==> src/rtl/channel_sched.sv <==
// Serialises symbols MSB-first onto a 1-bit channel with a per-codeword error window,
// and reassembles the bits the channel returns one cycle later into received symbols.
module channel_sched #(
    parameter int SYM_W  = 8,
    parameter int CW_LEN = 15
) (
    input  logic             clk_in,
    input  logic             rst_n,
    input  logic [SYM_W-1:0] in_sym,
    input  logic             in_valid,
    output logic             in_ready,
    input  logic [2:0]       err_level,
    input  logic [7:0]       err_start,
    input  logic [7:0]       err_len,
    output logic             ch_data,
    output logic [2:0]       ch_num_errors,
    input  logic             ch_rx,
    output logic [SYM_W-1:0] out_sym,
    output logic             out_valid,
    output logic             out_last,
    output logic             busy,
    output logic [15:0]      cw_count
);
    localparam int CNT_W = (SYM_W > 1) ? $clog2(SYM_W) : 1;
    localparam logic [CNT_W-1:0] LAST_BIT = CNT_W'(SYM_W - 1);
    localparam logic [7:0]       LAST_IDX = 8'(CW_LEN - 1);

    typedef enum logic {IDLE, SHIFT} tx_state_t;

    tx_state_t        state_q, state_d;
    logic [SYM_W-1:0] tx_sh_q, tx_sh_d;
    logic [CNT_W-1:0] bit_cnt_q, bit_cnt_d;
    logic [7:0]       tx_idx_q, tx_idx_d;
    logic [2:0]       lvl_q, lvl_d;
    logic [7:0]       start_q, start_d;
    logic [7:0]       len_q, len_d;
    logic [2:0]       sym_err_q, sym_err_d;

    logic             rx_v_q, rx_v_d;
    logic [SYM_W-1:0] rx_sh_q, rx_sh_d;
    logic [CNT_W-1:0] rx_cnt_q, rx_cnt_d;
    logic [7:0]       rx_idx_q, rx_idx_d;
    logic [SYM_W-1:0] out_sym_q, out_sym_d;
    logic             out_valid_q, out_valid_d;
    logic             out_last_q, out_last_d;
    logic [15:0]      cw_count_q, cw_count_d;

    logic       sym_end, accept, first_sym, in_win;
    logic [2:0] use_lvl;
    logic [7:0] use_start, use_len;
    logic [8:0] win_end;

    // The first symbol of a codeword sees the live config, later symbols the captured one.
    always_comb begin
        sym_end   = (state_q == SHIFT) && (bit_cnt_q == LAST_BIT);
        in_ready  = (state_q == IDLE) || sym_end;
        accept    = in_valid && in_ready;
        first_sym = (tx_idx_q == 8'd0);
        use_lvl   = first_sym ? err_level : lvl_q;
        use_start = first_sym ? err_start : start_q;
        use_len   = first_sym ? err_len   : len_q;
        win_end   = {1'b0, use_start} + {1'b0, use_len};
        in_win    = ({1'b0, tx_idx_q} >= {1'b0, use_start}) && ({1'b0, tx_idx_q} < win_end);
    end

    always_comb begin
        state_d   = state_q;
        tx_sh_d   = tx_sh_q;
        bit_cnt_d = bit_cnt_q;
        tx_idx_d  = tx_idx_q;
        lvl_d     = lvl_q;
        start_d   = start_q;
        len_d     = len_q;
        sym_err_d = sym_err_q;
        if (accept) begin
            state_d   = SHIFT;
            tx_sh_d   = in_sym;
            bit_cnt_d = '0;
            tx_idx_d  = (tx_idx_q == LAST_IDX) ? 8'd0 : tx_idx_q + 8'd1;
            sym_err_d = in_win ? use_lvl : 3'd0;
            if (first_sym) begin
                lvl_d   = err_level;
                start_d = err_start;
                len_d   = err_len;
            end
        end else if (state_q == SHIFT) begin
            if (sym_end) begin
                state_d = IDLE;
            end else begin
                tx_sh_d   = tx_sh_q << 1;
                bit_cnt_d = bit_cnt_q + CNT_W'(1);
            end
        end
    end

    // rx_v_q marks the cycle in which ch_rx carries a transmitted bit.
    always_comb begin
        rx_v_d      = (state_q == SHIFT);
        rx_sh_d     = rx_sh_q;
        rx_cnt_d    = rx_cnt_q;
        rx_idx_d    = rx_idx_q;
        out_sym_d   = out_sym_q;
        out_valid_d = 1'b0;
        out_last_d  = 1'b0;
        cw_count_d  = cw_count_q;
        if (rx_v_q) begin
            rx_sh_d = (rx_sh_q << 1) | SYM_W'(ch_rx);
            if (rx_cnt_q == LAST_BIT) begin
                rx_cnt_d    = '0;
                out_valid_d = 1'b1;
                out_sym_d   = rx_sh_d;
                out_last_d  = (rx_idx_q == LAST_IDX);
                rx_idx_d    = (rx_idx_q == LAST_IDX) ? 8'd0 : rx_idx_q + 8'd1;
                if (rx_idx_q == LAST_IDX) begin
                    cw_count_d = cw_count_q + 16'd1;
                end
            end else begin
                rx_cnt_d = rx_cnt_q + CNT_W'(1);
            end
        end
    end

    always_ff @(posedge clk_in or negedge rst_n) begin
        if (!rst_n) begin
            state_q     <= IDLE;
            tx_sh_q     <= '0;
            bit_cnt_q   <= '0;
            tx_idx_q    <= '0;
            lvl_q       <= '0;
            start_q     <= '0;
            len_q       <= '0;
            sym_err_q   <= '0;
            rx_v_q      <= 1'b0;
            rx_sh_q     <= '0;
            rx_cnt_q    <= '0;
            rx_idx_q    <= '0;
            out_sym_q   <= '0;
            out_valid_q <= 1'b0;
            out_last_q  <= 1'b0;
            cw_count_q  <= '0;
        end else begin
            state_q     <= state_d;
            tx_sh_q     <= tx_sh_d;
            bit_cnt_q   <= bit_cnt_d;
            tx_idx_q    <= tx_idx_d;
            lvl_q       <= lvl_d;
            start_q     <= start_d;
            len_q       <= len_d;
            sym_err_q   <= sym_err_d;
            rx_v_q      <= rx_v_d;
            rx_sh_q     <= rx_sh_d;
            rx_cnt_q    <= rx_cnt_d;
            rx_idx_q    <= rx_idx_d;
            out_sym_q   <= out_sym_d;
            out_valid_q <= out_valid_d;
            out_last_q  <= out_last_d;
            cw_count_q  <= cw_count_d;
        end
    end

    assign ch_data       = (state_q == SHIFT) && tx_sh_q[SYM_W-1];
    assign ch_num_errors = (state_q == SHIFT) ? sym_err_q : 3'd0;
    assign out_sym       = out_sym_q;
    assign out_valid     = out_valid_q;
    assign out_last      = out_last_q;
    assign cw_count      = cw_count_q;
    assign busy          = (state_q != IDLE) || rx_v_q || (rx_cnt_q != '0) || out_valid_q;

endmodule

==> config.mk <==
export PLATFORM = sky130hd
export DESIGN_NAME = channel_sched
export DESIGN_NICKNAME = d
export VERILOG_FILES = /design/src/rtl/channel_sched.sv
export SDC_FILE = /design/constraint.sdc
export NUM_CORES = 1
export LEC_CHECK = 0
export BUFFER_PORTS_ARGS = -buffer_cell sky130_fd_sc_hd__buf_2
export CORE_UTILIZATION = 50
export CTS_CLUSTER_SIZE = 8
export DETAILED_ROUTE_END_ITERATION = 8
export GPL_ROUTABILITY_DRIVEN = 0
export GPL_TIMING_DRIVEN = 0
export HOLD_SLACK_MARGIN = 0.05
export PLACE_DENSITY = 0.73
export SKIP_CTS_REPAIR_TIMING = 1
export SYNTH_ARGS = -nofsm -noshare
export SYNTH_HDL_FRONTEND = slang
export SYNTH_SLANG_ARGS = --single-unit
==> constraint.sdc <==
create_clock -name clk_in -period 5.1 [get_ports clk_in]
set_input_delay 0.51 -clock clk_in [delete_from_list [all_inputs] [get_ports clk_in]]
set_output_delay 0.51 -clock clk_in [all_outputs]
set_load 0.05 [all_outputs]
==> results.json, run 1 <==
{
  "worst_slack_ns": 0.259,
  "grt.overflow.total": 0,
  "tightest_slew_ns": 0.794,
  "cts.sinks": 87,
  "routed_wirelength_um": 10300,
  "clk_path_buf_depth": 2,
  "die_y_um": 99.2,
  "critPathBufInv": 3,
  "netlist_top_cells_count": "92 x nand2_1, 87 x dfrtp_1, 35 x nor2_1",
  "clkLatencyLatePin_ns": 0.35,
  "dp_slack_ns": -0.321,
  "cp.required_ns": 5.36,
  "synth_top_family_by_area": "simple AND/OR/NAND/NOR gates",
  "ys_warn_count": 0,
  "min_period_over_period_pct": 94.9,
  "max_cap_violations": 0,
  "die_area_um2": 9840,
  "cp-start-kind": "flip-flop",
  "firstDrtPassIters": 5,
  "detailed_place_hpwl_um": 7530,
  "clk_pin_slew_ns": 0.09,
  "whs_ns": 0.367,
  "antenna_cells": 0,
  "crit_top_cell": "ha_1",
  "p_leak_nw": 2.66,
  "hold_viol_final": 0,
  "synth_top_area_share_pct": 46.1,
  "syn-num-nets": 543,
  "synthTopCellsByArea": "dfrtp_1 46%, ha_1 7.4%, nand2_1 7.3%, mux2_2 4.1%, xnor2_1 3.7%",
  "synth_seq_cells": 87,
  "yosys.area.top_type": "dfrtp_1",
  "synth_fa_ha_area_share_pct": 8.27,
  "synth_edf_count": 0,
  "antenna_found_initial": 0,
  "tritoncts": "done",
  "htree_levels": 3,
  "synth_area_um2": 4720,
  "critPathSlowestCell": "or3b_2",
  "vias_per_cell": 5.62,
  "max_stage_delay_ns": 0.51,
  "area_growth_syn_to_layout_pct": 15.3,
  "synth.most_common_cell": "nand2_1",
  "wl_per_cell_um": 15.2,
  "numPortBuffers": 62,
  "fmax_ghz": 0.207,
  "ys.flop_type": "dfrtp_1",
  "drc": 0,
  "ir_drop_v": 0.000286,
  "core_um2": 9200,
  "drtIter0Drc": 154,
  "cts_buffers": 9,
  "totalPowerFinal_w": 0.00333,
  "min_path_type": "in -> reg",
  "finalNonFillerCells": 676,
  "cp_top_family": "compound AO/OA/AOI/OAI gates",
  "rsz0062_at_grt": "false",
  "yosysSeqAreaShare_pct": 46.1,
  "vias": 3797,
  "grt_use_total_pct": 21.6,
  "synth_xor_area_share_pct": 7.05,
  "synth_compound_area_share_pct": 9.67,
  "crit_path_cell_trace": "inv_1 -> ha_1 -> or3b_2 -> nor2_4 -> buf_6 -> buf_4 -> o21ai_0 -> ha_1 -> a21o_1 -> and3_1 -> mux2i_1 -> or3b_4 -> xnor2_1 -> ha_1 -> a21o_1 -> a2111oi_2 -> o21ai_1 -> nand2_1 -> a31oi_1 -> o31ai_1",
  "initial_core_util_pct": 51.3,
  "seqCellArea_um2": 2180,
  "fp.dieW_um": 99.2,
  "muxShareOfSynthArea_pct": 7.66,
  "slew_viol_final": 0,
  "status": "finished, final reports clean",
  "critPathArrivalTime_ns": 5.10,
  "fin_nets": 619,
  "layout_min_cycle_time_ns": 4.84,
  "synth_cell_types": 54,
  "grt_pass1_wl_um": 16900,
  "cp-end-kind": "flip-flop",
  "nFillCells": 822,
  "netlist_instances": 484,
  "grt_pass1_vias": 3642,
  "yosys.area_share.simple_pct": 18.3,
  "finalSetupTns_ns": 0,
  "path_class": "reg -> reg",
  "drive_above_1_share_pct": 19.6,
  "path_max_fanout": 10,
  "synth_area_per_cell_um2": 9.76,
  "multiInputGateArea_um2": 2440,
  "async_reset_ff_share_pct": 100,
  "p_per_area_nw_per_um2": 611,
  "setup_violations": 0,
  "placedCellCount": 658,
  "root_buffer": "clkbuf_8",
  "ioPinCount": 63,
  "final_antenna_net_count": 0,
  "rows": 35,
  "skew_ns": 0.0110,
  "grt_start_max_net_pins": 65,
  "slew_headroom_pct": 46.6
}
per-stage QoR:
step	cell area (um^2)	utilization [%]
after floorplan	4720	-
after global placement	5170	56.2
after detailed placement	5200	56.6
after CTS	5380	58.5
after global routing	5440	59.2
final	5440	59.2
kinds of logic (layout without fill, tap and decap cells):
logic type      after synthesis  count (layout)
compound gates               72              72
xor+xnor                     38              38
fa+ha+maj                    32              32
buf+inv                      34             115
flops                        87              87
mux                          34              34
simple gates                187             187
layer usage:
| layer | vias up | GRT usage (%) | wire, um |
|---|---|---|---|
| met5 | - | 0 | 0 |
| met4 | 0 | 6.67 | 130 |
| met3 | 11 | 3.65 | 412 |
| met2 | 98 | 37.9 | 5170 |
| met1 | 1847 | 27.4 | 4560 |
| li1 | 1841 | - | - |
report_power, final:
part | switching, W | leakage, nW | internal, W
logic | 0.00105 | 1.46 | 0.000730
registers | 0.000184 | 1.11 | 0.000909
clock network | 0.000257 | 0.0861 | 0.000194
sequential cells by signal, indices dropped and copies added (netlist names):
signal / flops
start_q: 8
rx_v_q: 1
tx_idx_q: 8
sym_err_q: 3
rx_idx_q: 8
rx_v_d: 1
out_sym: 8
cw_count: 16
rx_cnt_q: 3
len_q: 8
out_valid: 1
lvl_q: 3
out_last: 1
rx_sh_q: 7
bit_cnt_q: 3
tx_sh_q: 8
path summary, 6_finish.rpt:
check,startpoint,endpoint,slack (ns),cells past startpoint
max in group asynchronous,rst_n,tx_idx_q[0],3.86,3
worst min register to register,cw_count[15],cw_count[15],0.47,1
worst min-delay path,ch_rx,out_sym[0],0.37,3
worst max register to register,tx_idx_q[0],sym_err_q[1],0.26,20
worst max-delay path,tx_idx_q[0],sym_err_q[1],0.26,20
min in group asynchronous,rst_n,out_sym[2],0.60,2
layout by cell type (no fill, tap or decap), drive strengths merged, types with 2 or more instances in the layout:
cell	Yosys	final
o22ai	2	2
a221oi	2	2
nand2b	4	4
nor4	5	5
or4	2	2
inv	16	17
and3	5	5
a21oi	8	8
ha	28	28
xor2	18	18
o21ai	31	31
nor2b	2	2
clkinv	1	3
a211oi	3	3
o311ai	2	2
o31ai	5	5
dfrtp	87	87
or3	3	3
buf	5	71
mux2i	17	17
mux2	17	17
a31oi	5	5
or3b	2	2
nor2	36	36
nand3	14	14
a22oi	2	2
a21o	3	3
nor3	5	5
nand4	8	8
and2	5	5
o221ai	2	2
clkinvlp	0	2
maj3	4	4
nand2	92	92
clkbuf	12	21
xnor2	20	20
layout make-up:
class | instances | area share, %
Clock buffer | 11 | 2.60
Tap cell | 111 | 2.55
Multi-Input combinational cell | 363 | 44.8
Inverter | 17 | 1.17
Clock inverter | 5 | 0.758
Sequential cell | 87 | 40.0
Timing Repair Buffer | 65 | 6.57
Buffer | 17 | 1.54
worst register-to-register path: stages, from the launching register on:
cell and delay, ns:
dfrtp_2 0.47, inv_1 0.15, ha_1 0.20, or3b_2 0.51, nor2_4 0.16, buf_6 0.19, buf_4 0.21, o21ai_0 0.11
ha_1 0.24, a21o_1 0.19, and3_1 0.17, mux2i_1 0.16, or3b_4 0.42, xnor2_1 0.14, ha_1 0.29, a21o_1 0.21
a2111oi_2 0.36, o21ai_1 0.13, nand2_1 0.08, a31oi_1 0.08, o31ai_1 0.28
Power figures use the tool's default switching activity.
==> run 2, diff against run 1 <==
SETUP_SLACK_MARGIN = 0.3   (was default)
TNS_END_PERCENT = 50   (was default)
==> run 2 against run 1 <==
Effect of this change:
- clock skew about the same
- sequential share of layout area fell by 0.43 points
- maximum frequency grew 7.1%
- via count is 0.55% higher
- critical endpoint is now sym_err_q[2]
- utilization rose by 0.68 points
- combinational power is 5% higher
- register-to-register slack better by 0.32 ns
- non-clock buffer count grew 4
==> results.json, run 2 (synthesis results as in run 1) <==
{
  "status": "finished, final reports clean",
  "fp.dieW_um": 99.2,
  "vias_per_cell": 5.61,
  "reg2reg_from": "tx_idx_q[0]",
  "path_class": "reg -> reg",
  "crit_path_cell_trace": "inv_2 -> ha_1 -> or3b_4 -> nor2_4 -> buf_8 -> buf_6 -> o21ai_0 -> ha_1 -> a21o_1 -> and3_1 -> mux2i_1 -> or3b_4 -> xnor2_1 -> ha_1 -> a21o_1 -> a2111oi_4 -> o21ai_1 -> nand2_1 -> a31oi_1 -> o31ai_1",
  "fmax_ghz": 0.221,
  "grt_pass1_vias": 3642,
  "crit_top_cell": "ha_1",
  "ir_drop_v": 0.000298,
  "rr_endpoint": "sym_err_q[2]",
  "layout_min_cycle_time_ns": 4.52,
  "setup_violations": 0,
  "clk_path_buf_depth": 2,
  "grt.overflow.total": 0,
  "antenna_found_initial": 0,
  "min_period_over_period_pct": 88.6,
  "skew_ns": 0.0109,
  "area_growth_syn_to_layout_pct": 16.6,
  "drive_above_1_share_pct": 20.7,
  "layout_commonest_cell": "nand2_1",
  "mostFrequentLayoutCells": "91 x nand2_1, 85 x dfrtp_1, 61 x buf_2",
  "min_path_cells": 3,
  "largest_reg_flops": 16,
  "path_max_fanout": 10,
  "detailed_place_hpwl_um": 7530,
  "p_leak_nw": 2.69,
  "rows": 35,
  "r2r_cells": 20,
  "rsz0062_at_grt": "false",
  "wl_per_cell_um": 15.2,
  "totalPowerFinal_w": 0.00340,
  "ioPinCount": 63,
  "min_path_type": "in -> reg",
  "firstDrtPassIters": 5,
  "cp-start-kind": "flip-flop",
  "critPathArrivalTime_ns": 4.77,
  "initial_core_util_pct": 51.3,
  "cts.sinks": 87,
  "drc": 0,
  "die_y_um": 99.2,
  "routed_wirelength_um": 10300,
  "clk_pin_slew_ns": 0.09,
  "numPortBuffers": 62,
  "rrSetupSlack_ns": 0.58,
  "grt_use_total_pct": 21.6,
  "core_um2": 9200,
  "die_area_um2": 9840,
  "cts_buffers": 9,
  "root_buffer": "clkbuf_8",
  "p_per_area_nw_per_um2": 618,
  "whs_ns": 0.367,
  "slew_viol_final": 0,
  "hold_viol_final": 0,
  "tightest_slew_ns": 0.794,
  "grt_pass1_wl_um": 16900,
  "max_cap_violations": 0,
  "vias": 3818,
  "hold_start": "ch_rx",
  "antenna_cells": 0,
  "tritoncts": "done",
  "slew_headroom_pct": 46.6,
  "cp_top_family": "compound AO/OA/AOI/OAI gates",
  "hold_end": "out_sym[0]",
  "fin_nets": 623,
  "final_antenna_net_count": 0,
  "critPathBufInv": 3,
  "htree_levels": 3,
  "cp.required_ns": 5.36,
  "clkLatencyLatePin_ns": 0.35,
  "critPathSlowestCell": "or3b_4",
  "drtIter0Drc": 157,
  "cp-end-kind": "flip-flop",
  "max_stage_delay_ns": 0.43,
  "grt_start_max_net_pins": 65
}
==> run 2: changes by cell type in the layout (fill, tap and decap cells not counted), sizes merged <==
cell | previous run | this run
buf | 71 | 75
==> run 2: worst register-to-register path: stages (launching register included) <==
cell	delay (ns)
dfrtp_2	0.42
inv_2	0.08
ha_1	0.19
or3b_4	0.42
nor2_4	0.15
buf_8	0.17
buf_6	0.17
o21ai_0	0.11
ha_1	0.23
a21o_1	0.19
and3_1	0.17
mux2i_1	0.17
or3b_4	0.43
xnor2_1	0.14
ha_1	0.29
a21o_1	0.22
a2111oi_4	0.34
o21ai_1	0.13
nand2_1	0.08
a31oi_1	0.08
o31ai_1	0.26
==> run 2: how the worst max path moves through the flow <==
stage,end,depth (start not counted),startpoint,slack [ns]
2_1_floorplan,sym_err_q[0],21,tx_idx_q[0],0.63
3_3_place_gp,sym_err_q[0],20,tx_idx_q[0],-0.15
3_5_place_dp,sym_err_q[1],20,tx_idx_q[0],-0.32
4_1_cts,sym_err_q[1],20,tx_idx_q[0],-0.35
5_1_grt,sym_err_q[2],21,tx_idx_q[0],0.29
6_report,sym_err_q[2],20,tx_idx_q[0],0.58
==> run 2: cell type report <==
class	count	area (um^2)
buffer	17	97.6
timing repair buffer	69	388
fill	819	3690
multi-input combinational	363	2460
sequential	87	2180
clock buffer	11	141
tap	111	139
clock inverter	5	41.3
inverter	17	63.8
==> run 2: metal layers <==
layer	wire, um	global-route usage [%]
met1	4550	27.4
met5	0	0
met2	5180	37.9
met4	198	6.67
met3	419	3.65
==> run 2: power breakdown <==
group / total, W / switching (W) / internal, W
logic: 0.00187 / 0.00110 / 0.000777
clock network: 0.000450 / 0.000256 / 0.000194
registers: 0.00108 / 0.000171 / 0.000910
total: 0.00340 / 0.00152 / 0.00188
==> run 2: through the flow <==
step	setup WS (ns)	setup TNS, ns	std cells	instance area [um^2]	utilization [%]
finish	0.582	0	680	5510	59.9
CTS	-0.347	-0.963	674	5380	58.5
floorplan	0.634	0	484	4720	-
global placement	-0.149	-0.420	657	5170	56.2
detailed placement	-0.321	-0.881	658	5200	56.6
global route	0.292	0	680	5510	59.9
==> run 3, diff against run 2 <==
==> constraint.sdc (replaced) <==
create_clock -name clk_in -period 5.1 [get_ports clk_in]
set_input_delay 0.765 -clock clk_in [delete_from_list [all_inputs] [get_ports clk_in]]
set_output_delay 0.765 -clock clk_in [all_outputs]
set_load 0.05 [all_outputs]
==> run 3 against run 2 <==
Effect of this change:
- wire length up 0.22%
- critical endpoint unchanged
- clock-buffer cell count unchanged
- register-to-register slack about the same
- flip-flop and latch count unchanged
- first-iteration DRC count down 13%
- non-clock buffer count down 1
- largest cell class unchanged
- global-route usage unchanged
- final area down 0.18%
==> results.json, run 3 (synthesis results as in run 1) <==
{
  "p_leak_nw": 2.68,
  "tritoncts": "done",
  "layout_min_cycle_time_ns": 4.52,
  "crit_top_cell": "ha_1",
  "gr-usage-met3_pct": 3.65,
  "slew_viol_final": 0,
  "rsz0062_at_grt": "false",
  "detailed_place_hpwl_um": 7530,
  "status": "finished, final reports clean",
  "final_antenna_net_count": 0,
  "largest_reg_flops": 16,
  "grt_util_met1_pct": 27.4,
  "root_buffer": "clkbuf_8",
  "antenna_found_initial": 0,
  "initial_core_util_pct": 51.3,
  "p_int_w": 0.00188,
  "setup_violations": 0,
  "htree_levels": 3,
  "seqPwrFrac_pct": 31.8,
  "grt_pass1_vias": 3642,
  "tightest_slew_ns": 0.788,
  "vias_per_cell": 5.62,
  "max_cap_violations": 0,
  "vias": 3819,
  "p_per_area_nw_per_um2": 620,
  "drive_above_1_share_pct": 20.8,
  "dp_slack_ns": -0.321,
  "path_max_fanout": 10,
  "worst_slack_ns": 0.584,
  "slew_headroom_pct": 47.0,
  "p_clk_share_pct": 13.2,
  "grt_pass1_wl_um": 16900,
  "p_sw_w": 0.00153,
  "rows": 35,
  "hold_viol_final": 0,
  "clkLatencyLatePin_ns": 0.35,
  "grt_use_total_pct": 21.6,
  "drtIter0Drc": 137,
  "die_area_um2": 9840,
  "area_growth_syn_to_layout_pct": 16.4,
  "cts_buffers": 9,
  "critPathArrivalTime_ns": 4.77,
  "critPathSlowestCell": "or3b_4",
  "path_class": "reg -> reg",
  "layout_commonest_cell": "nand2_1",
  "grt.overflow.total": 0,
  "cp-start-kind": "flip-flop",
  "cp.required_ns": 5.36,
  "min_path_type": "in -> async",
  "fp.dieW_um": 99.2,
  "pwr-share-comb_pct": 55.0,
  "fin_nets": 622,
  "fmax_ghz": 0.221,
  "wl_per_cell_um": 15.3,
  "max_stage_delay_ns": 0.43,
  "crit_path_cell_trace": "inv_2 -> ha_1 -> or3b_4 -> nor2_4 -> buf_8 -> buf_6 -> o21ai_0 -> ha_1 -> a21o_1 -> and3_1 -> mux2i_1 -> or3b_4 -> xnor2_1 -> ha_1 -> a21o_1 -> a2111oi_4 -> o21ai_1 -> nand2_1 -> a31oi_1 -> o31ai_1",
  "final_util_pct": 59.8,
  "routed_wirelength_um": 10400,
  "totalPowerFinal_w": 0.00341,
  "use_met2_pct": 37.9,
  "numPortBuffers": 62,
  "antenna_cells": 0,
  "ir_drop_v": 0.000299,
  "clk_pin_slew_ns": 0.09,
  "switching_share_pct": 44.8,
  "min_period_over_period_pct": 88.6,
  "core_um2": 9200,
  "mostFrequentLayoutCells": "91 x nand2_1, 85 x dfrtp_1, 61 x buf_2",
  "grt_start_max_net_pins": 65,
  "gr-max-usage-layer": "met2",
  "die_y_um": 99.2,
  "clk_path_buf_depth": 2,
  "cts.sinks": 87,
  "drc": 0,
  "firstDrtPassIters": 5,
  "skew_ns": 0.0122,
  "ioPinCount": 63,
  "cp-end-kind": "flip-flop"
}
[run 3: path summary, 6_finish.rpt]
| check | slack (ns) | depth (start not counted) | from | to |
|---|---|---|---|---|
| max | 0.58 | 20 | tx_idx_q[0] | sym_err_q[2] |
| min | 0.31 | 1 | rst_n | out_sym[2] |
| max reg2reg | 0.58 | 20 | tx_idx_q[0] | sym_err_q[2] |
| min reg2reg | 0.47 | 1 | cw_count[15] | cw_count[15] |
| max in group asynchronous | 4.16 | 2 | rst_n | tx_idx_q[0] |
| min in group clk_in | 0.47 | 1 | cw_count[15] | cw_count[15] |
[run 3: metrics by stage]
step	setup TNS (ns)	hold WS [ns]	area (um^2)	instances
6_report	0	0.306	5500	679
5_1_grt	0	0.302	5500	679
4_1_cts	-0.963	0.306	5380	674
3_5_place_dp	-0.881	0.455	5200	658
3_3_place_gp	-0.420	0.453	5170	657
2_1_floorplan	0	0.416	4720	484
[run 3: power by group through the flow]
stage / combinational (W) / sequential (W) / clock [W]
after floorplan: 0.00124 / 0.00116 / 0
after global placement: 0.00166 / 0.00109 / 0
after detailed placement: 0.00172 / 0.00110 / 0
after CTS: 0.00174 / 0.00109 / 0.000461
after global routing: 0.00209 / 0.00111 / 0.000484
final: 0.00187 / 0.00108 / 0.000451
[run 3: area by class of cell]
cell class	count	area, um^2
Fill cell	821	3700
Multi-Input combinational cell	363	2460
Sequential cell	87	2180
Timing Repair Buffer	68	378
Clock buffer	11	141
Tap cell	111	139
Buffer	17	97.6
Inverter	17	63.8
Clock inverter	5	41.3
[run 3: critical path, delay by kind of cell (launching register included)]
kind | cells | cell delay, ns
multiplexers | 1 | 0.17
AND/OR/NAND/NOR | 5 | 1.25
adder cells (fa/ha/maj) | 3 | 0.70
AO/OA/AOI/OAI | 7 | 1.32
buffers and inverters | 3 | 0.42
XOR/XNOR | 1 | 0.13
flip-flops | 1 | 0.42
[run 3: routing by layer]
metal | wire [um] | part of all wire, %
met4 | 127 | 1.2
met1 | 4520 | 44
met5 | 0 | 0
met3 | 435 | 4.2
met2 | 5280 | 51
